## src/rtl/buzzer_sequencer.sv

```systemverilog
// -----------------------------------------------------------------------------
// buzzer_sequencer
//
// Turns single-cycle Answer / TimeOver event pulses into timed level requests
// for the buzzer tone generator. TimeOver has priority: it aborts an answer
// tone in progress. An Answer that arrives while the TimeOver pattern is
// running is remembered (one level deep) and played once the pattern ends.
//
// Ports
//   CLK              in   1  system clock, rising edge
//   RST              in   1  asynchronous reset, active high
//   Evt_Answer       in   1  1-cycle pulse: a contestant answered
//   Evt_TimeOver     in   1  1-cycle pulse: answer timer expired
//   Mute             in   1  level: gates both tone requests low
//   Buzzer_Answer    out  1  level request for the answer tone
//   Buzzer_TimeOver  out  1  level request for the time-over tone
//   Busy             out  1  high when not idle or an answer is pending
//   Beep_Num         out  4  TimeOver beeps completed in current pattern
//
// Parameters
//   TICK_DIV  clock cycles per time tick (17-bit prescaler)
//   ANSWER_T  answer tone length, in ticks
//   TO_ON_T   TimeOver beep on-length, in ticks
//   TO_OFF_T  TimeOver inter-beep gap, in ticks
//   TO_BEEPS  number of TimeOver beeps per pattern (1..15)
// -----------------------------------------------------------------------------
module buzzer_sequencer #(
   parameter int unsigned TICK_DIV = 50000,
   parameter int unsigned ANSWER_T = 200,
   parameter int unsigned TO_ON_T  = 150,
   parameter int unsigned TO_OFF_T = 100,
   parameter int unsigned TO_BEEPS = 3
) (
   input  logic       CLK,
   input  logic       RST,
   input  logic       Evt_Answer,
   input  logic       Evt_TimeOver,
   input  logic       Mute,
   output logic       Buzzer_Answer,
   output logic       Buzzer_TimeOver,
   output logic       Busy,
   output logic [3:0] Beep_Num
);

   // ---------------------------------------------------------------------------
   // Constants
   // ---------------------------------------------------------------------------
   localparam int unsigned PreW  = 17;
   localparam int unsigned TickW = 16;

   localparam logic [PreW-1:0]  PreLast   = PreW'(TICK_DIV - 1);
   localparam logic [TickW-1:0] AnsLast   = TickW'(ANSWER_T - 1);
   localparam logic [TickW-1:0] ToOnLast  = TickW'(TO_ON_T - 1);
   localparam logic [TickW-1:0] ToOffLast = TickW'(TO_OFF_T - 1);
   localparam logic [3:0]       BeepTotal = 4'(TO_BEEPS);

   localparam logic [1:0] StIdle  = 2'd0;
   localparam logic [1:0] StAnsOn = 2'd1;
   localparam logic [1:0] StToOn  = 2'd2;
   localparam logic [1:0] StToOff = 2'd3;

   // ---------------------------------------------------------------------------
   // State
   // ---------------------------------------------------------------------------
   logic [1:0]       state_q, state_d;
   logic [PreW-1:0]  pre_q, pre_d;
   logic [TickW-1:0] tick_q, tick_d;
   logic             pend_q, pend_d;
   logic [3:0]       beep_q, beep_d;
   logic             ans_q, ans_d;
   logic             to_q, to_d;
   logic             busy_q, busy_d;

   // ---------------------------------------------------------------------------
   // Phase timer
   // ---------------------------------------------------------------------------
   logic             tick_end;
   logic [TickW-1:0] tick_limit;
   logic             phase_done;
   logic [3:0]       beep_inc;

   assign tick_end = (pre_q == PreLast);
   assign beep_inc = beep_q + 4'd1;

   // Length of the current state, in ticks, minus one.
   always_comb begin
      tick_limit = '0;
      unique case (state_q)
         StAnsOn: tick_limit = AnsLast;
         StToOn:  tick_limit = ToOnLast;
         StToOff: tick_limit = ToOffLast;
         default: tick_limit = '0;
      endcase
   end

   // True on the last clock cycle of a timed state.
   assign phase_done = (state_q != StIdle) && tick_end && (tick_q == tick_limit);

   // ---------------------------------------------------------------------------
   // Next-state, pending and beep count
   // ---------------------------------------------------------------------------
   always_comb begin
      state_d = state_q;
      pend_d  = pend_q;
      beep_d  = beep_q;
      unique case (state_q)
         StIdle: begin
            if (Evt_TimeOver) begin
               state_d = StToOn;
               beep_d  = '0;
               // A simultaneous answer waits for the pattern to finish.
               if (Evt_Answer) begin
                  pend_d = 1'b1;
               end
            end else if (Evt_Answer || pend_q) begin
               state_d = StAnsOn;
               pend_d  = 1'b0;
            end
         end
         StAnsOn: begin
            // A second answer during the tone is dropped; TimeOver aborts it.
            if (Evt_TimeOver) begin
               state_d = StToOn;
               beep_d  = '0;
            end else if (phase_done) begin
               state_d = StIdle;
            end
         end
         StToOn: begin
            if (Evt_Answer) begin
               pend_d = 1'b1;
            end
            if (phase_done) begin
               beep_d = beep_inc;
               // Always return through IDLE so the tone module sees a gap
               // before a pending answer tone starts.
               if (beep_inc == BeepTotal) begin
                  state_d = StIdle;
               end else begin
                  state_d = StToOff;
               end
            end
         end
         StToOff: begin
            if (Evt_Answer) begin
               pend_d = 1'b1;
            end
            if (phase_done) begin
               state_d = StToOn;
            end
         end
         default: begin
            state_d = StIdle;
         end
      endcase
   end

   // ---------------------------------------------------------------------------
   // Prescaler and tick counter: cleared on every state entry so each state
   // lasts exactly T * TICK_DIV cycles.
   // ---------------------------------------------------------------------------
   always_comb begin
      pre_d  = pre_q;
      tick_d = tick_q;
      if ((state_d != state_q) || (state_q == StIdle)) begin
         pre_d  = '0;
         tick_d = '0;
      end else if (tick_end) begin
         pre_d  = '0;
         tick_d = tick_q + TickW'(1);
      end else begin
         pre_d  = pre_q + PreW'(1);
      end
   end

   // ---------------------------------------------------------------------------
   // Registered outputs, decoded from the next state
   // ---------------------------------------------------------------------------
   always_comb begin
      ans_d  = (state_d == StAnsOn);
      to_d   = (state_d == StToOn);
      busy_d = (state_d != StIdle) || pend_d;
   end

   always_ff @(posedge CLK or posedge RST) begin
      if (RST) begin
         state_q <= StIdle;
         pre_q   <= '0;
         tick_q  <= '0;
         pend_q  <= 1'b0;
         beep_q  <= '0;
         ans_q   <= 1'b0;
         to_q    <= 1'b0;
         busy_q  <= 1'b0;
      end else begin
         state_q <= state_d;
         pre_q   <= pre_d;
         tick_q  <= tick_d;
         pend_q  <= pend_d;
         beep_q  <= beep_d;
         ans_q   <= ans_d;
         to_q    <= to_d;
         busy_q  <= busy_d;
      end
   end

   // Mute only gates the requests; sequencing carries on underneath.
   assign Buzzer_Answer   = ans_q & ~Mute;
   assign Buzzer_TimeOver = to_q & ~Mute;
   assign Busy            = busy_q;
   assign Beep_Num        = beep_q;

endmodule

```

## config.mk

```make
export PLATFORM = sky130hd
export DESIGN_NAME = buzzer_sequencer
export DESIGN_NICKNAME = d
export VERILOG_FILES = /design/src/rtl/buzzer_sequencer.sv
export SDC_FILE = /design/constraint.sdc
export NUM_CORES = 1
export LEC_CHECK = 0
export ABC_AREA = 1
export CAP_MARGIN = 20
export CELL_PAD_IN_SITES_DETAIL_PLACEMENT = 1
export CELL_PAD_IN_SITES_GLOBAL_PLACEMENT = 1
export CORE_UTILIZATION = 50
export DETAILED_ROUTE_END_ITERATION = 10
export PLACE_DENSITY = 0.95
export SYNTH_ARGS = -nofsm -noshare
export SYNTH_HDL_FRONTEND = slang
export SYNTH_SLANG_ARGS = --single-unit
```

## constraint.sdc

```tcl
create_clock -name CLK -period 5.18 [get_ports CLK]
set_clock_uncertainty 0.2 [all_clocks]
set_input_delay 1.295 -clock CLK [delete_from_list [all_inputs] [get_ports CLK]]
set_output_delay 1.295 -clock CLK [all_outputs]
set_load 0.005 [all_outputs]
```

# == Word level (Yosys, flattened, before mapping) ==
# Cells that the tools add are included.
# word_totals
elab_cells,58
in_bits,5
regBits,43
output_inout_bits,7
# op_classes
muxes,20
n_reduce_logical,13
eq_ne,11
n_addsub,3
bitwise_logic,3
# ops
cell,n
17-bit two-way mux,2
16-bit two-way mux,2
8-bit case mux with 3 select lines,1
17-bit by 1-bit adder with 17-bit output (second input constant),1
17-bit by 16-bit == test with 1-bit output (second input constant),1
16-bit by 1-bit adder with 16-bit output (second input constant),1
16-bit == test,1
2-bit two-way mux,7
4-bit two-way mux,2
2-bit case mux with 4 select lines,1
4-bit case mux with 2 select lines,1
2-bit nonzero test,4
2-bit == test (second input constant),3
4-bit by 1-bit adder with 4-bit output (second input constant),1
2-bit by 1-bit == test with 1-bit output (second input constant),2
4-bit by 2-bit == test with 1-bit output (second input constant),1
2-bit OR reduction,2
1-bit logical OR,3
1-bit two-way mux,3
3-bit AND reduction,1
1-bit AND,2
1-bit logical AND,2
2-bit logical NOT,1
2-bit by 1-bit != test with 1-bit output (second input constant),1
other kinds (4),4

# == Depth between registers and ports, before layout ==
# depth
word_depth,10
mapped_depth,20

# == Worst setup path after synthesis ==
# OpenSTA, ideal clock, no wires.
# synth_path
path_type,input to output
start,input port Mute
end,output port Buzzer_Answer
setup_slack_ps,2284
required_time_ps,3685
n_path_buf,0
t_arrival_ps,1401
path_stages,1
cell_sequence,nor2_1
# synth_via
elab_chain_cells,2
# synth_rtl
element,line,rtl
start: declaration,38,"input logic Mute,"
1-bit NOT,208,assign Buzzer_Answer = ans_q & ~Mute;
1-bit AND,208,
end: declaration,39,"output logic Buzzer_Answer,"
# Every way passes these cells.

# == Worst setup path in the final report ==
# Same ends and word-level chain as after synthesis.

==> impl_metrics.csv <==
group,metric,value,unit
clocking,clock_latency,0.30,ns
routing,vias_per_cell,5.359,
synthesis,ys_types,32,
layout,final.fill_count,688,
floorplan,dieHeight,78.47,um
synthesis,synth-edff-count,0,
synthesis,async_reset_ff_frac,1.000,
power_and_ir_drop,powerDensity,377.6,nW/um^2
power_and_ir_drop,ir_worst_vdd,0.2904,mV
layout,drive_above_1_share,0.1712,
routing,vias,2358,
placed_design,place_hpwl,4.879,mm
critical_path,start_kind,"input port",
synthesis,ys_seq_area_frac,0.3680,
clocking,cts_made_buffers,5,
timing,rsz0062_at_grt,"no",
critical_path,cp_max_fo,2,
clocking,clock-root-buffer,"clkbuf_8",
synthesis,netlist_instances,354,
routing,drc_errors,0,
timing,setup_viol,0,
clocking,cts_resized,0,
floorplan,rows,27,
global_routing,met3_usage,0.04186,
critical_path,crit_type,"input port to output port",
timing,period_share,0.7380,
floorplan,start_util,0.5246,
layout,antenna_cells,0,
floorplan,die_area,6158,um^2
layout,area_growth,7.830,%
clocking,h-tree-depth,2,
layout,nNetsFinal,381,
routing,wire_per_inst,15.45,um
clocking,cts_tree,"yes",
timing,final-hold-violation-count,0,
timing,fmax,261.6,MHz
global_routing,grt_pass1_wl,12.13,mm
placed_design,numPortBuffers,11,
flow_run,maxCapViolations,0,
synthesis,avgSynthCellArea,8.260,um^2
power_and_ir_drop,power,1.190,mW
outcome,status,"finished, final reports clean",
floorplan,top_level_ports,12,
synthesis,syn_area,2924,um^2
routing,wl,6.799,mm
layout,final_cell_mix,"nand2_1, dfrtp_1, nor2_1",
layout,final_common_cell,"nand2_1",
timing,period_minus_slack,3.823,ns
timing,slew-limit-headroom,0.3851,
synthesis,ys_top_cells_by_area,"dfrtp_1, nor2_4, nand2_1, xor2_1, nor2_1",
global_routing,antenna_found_initial,0,
clocking,postCtsHoldBufs,0,
routing,dr.pass1.iters,4,
clocking,postCtsSetupBuffers,0,
worst_hold_path,holdPathStages,2,
synthesis,synth_nets,367,
synthesis,ys_seq_elements,43,
synthesis,synthFlopType,"dfrtp_1",
placed_design,dpl.cell_count,433,
floorplan,fp.dieW,78.47,um
critical_path,crit_arrival,2.33,ns
global_routing,gr-usage-met1,0.3101,
clocking,cts_sinks,43,
critical_path,required,3.68,ns
timing,final.setup.tns,0,ns
floorplan,fp.coreArea,5574,um^2
layout,utilization,0.5657,
global_routing,grt_max_degree,44,
routing,postRouteAntennaNets,0,
global_routing,busiest_layer,"met2",
synthesis,yosysTopAreaCell,"dfrtp_1",
synthesis,synth_top_area_frac,0.3680,
global_routing,grt_pass1_vias,2576,
clocking,clockBufferDepth,2,
placed_design,routabilityCongestion,0.8338,
global_routing,grt_use_met2,0.4518,
synthesis,yosys_warnings,0,
global_routing,overflow,0,
clocking,clk_pin_slew_worst_paths,0.08,ns
critical_path,r2r_cells,16,
critical_path,end_kind,"output port",
timing,hold_ws,0.3986,ns
global_routing,grtUsageTotal,0.2514,
routing,drt_first_iter_violations,118,
layout,stdcell_count,440,
timing,worst_pin_slew,0.9224,ns
worst_hold_path,hold_path.class,"flip-flop to flip-flop",
timing,drv_slew,0,
power_and_ir_drop,cellLeakagePower,1.319,nW
[kinds of logic after synthesis]
| family | count (synthesis) | share of synthesized area |
|---|---|---|
| AOI/OAI and AO/OA | 20 | 0.04108 |
| xor gates and xnor gates | 23 | 0.06889 |
| adders and majority gates | 8 | 0.03423 |
| buffers and inverters | 56 | 0.08943 |
| DFF | 43 | 0.3680 |
| muxes | 1 | 0.003423 |
| and+or+nand+nor | 203 | 0.3950 |
[critical path: stages]
cell	delay, ns
clkdlybuf4s50_1	0.42
nor2_1	0.11
clkdlybuf4s50_1	0.50
[where the power goes]
group,internal [mW],switching (mW),total (mW)
Clock,0.105,0.123,0.228
Combinational,0.157,0.407,0.564
Sequential,0.367,0.0319,0.399
Total,0.629,0.562,1.19
[layout make-up]
cell class | count | area [um^2] | area share
multi-input combinational | 255 | 1587 | 0.5032
tap | 72 | 90.09 | 0.02857
clock buffer | 6 | 82.58 | 0.02619
inverter | 50 | 187.7 | 0.05952
sequential | 43 | 1076 | 0.3413
clock inverter | 1 | 5.005 | 0.001587
timing repair buffer | 13 | 125.1 | 0.03968
[synth_stat cells (2+ instances only)]
master / instances
inv_2: 10
nor3_2: 2
nand2_2: 3
dfrtp_1: 43
nor2_1: 43
buf_12: 3
nor3_1: 3
inv_1: 40
o21ai_0: 7
nand4_1: 11
xor2_1: 21
buf_2: 2
a21o_1: 2
nand2_4: 2
nand3_2: 2
nor2_4: 32
xnor2_1: 2
nor4_1: 6
ha_1: 8
o31ai_1: 2
nor2_2: 2
nand2_1: 66
a21oi_1: 5
nand3_1: 29
[stage by stage]
step                setup WS, ns  area, um^2
finish                     1.357        3153
floorplan                  2.284        2924
CTS                        1.353        3153
global placement           1.376        3065
detailed placement         1.353        3065
global route               1.303        3153
[sequential cells by signal, indices dropped and copies added (netlist names)]
signal / flops
Beep_Num: 4
Busy: 1
ans_q: 1
pend_q: 1
pre_q: 17
state_q: 2
tick_q: 16
to_q: 1
[worst paths after layout]
kind	from	to	slack [ns]
setup / recovery	Mute	Buzzer_Answer	1.36
hold / removal	tick_q[15]$_DFFE_PP0P_	tick_q[15]$_DFFE_PP0P_	0.40
setup reg to reg	state_q[0]$_DFF_PP0_	tick_q[12]$_DFFE_PP0P_	1.59
hold reg to reg	tick_q[15]$_DFFE_PP0P_	tick_q[15]$_DFFE_PP0P_	0.40
max in group asynchronous	RST	tick_q[11]$_DFFE_PP0P_	3.16
min in group asynchronous	RST	pre_q[10]$_DFF_PP0_	1.24
[layer usage]
metal / part of all wire / wire length [um] / vias to the layer above
met1: 0.46 / 3159 / 1174
met3: 0.018 / 124 / 9
met4: 0.013 / 87 / 0
met5: 0 / 0 / -
met2: 0.50 / 3427 / 25
li1: - / - / 1150
No activity file was read; power rests on OpenSTA's default activity.
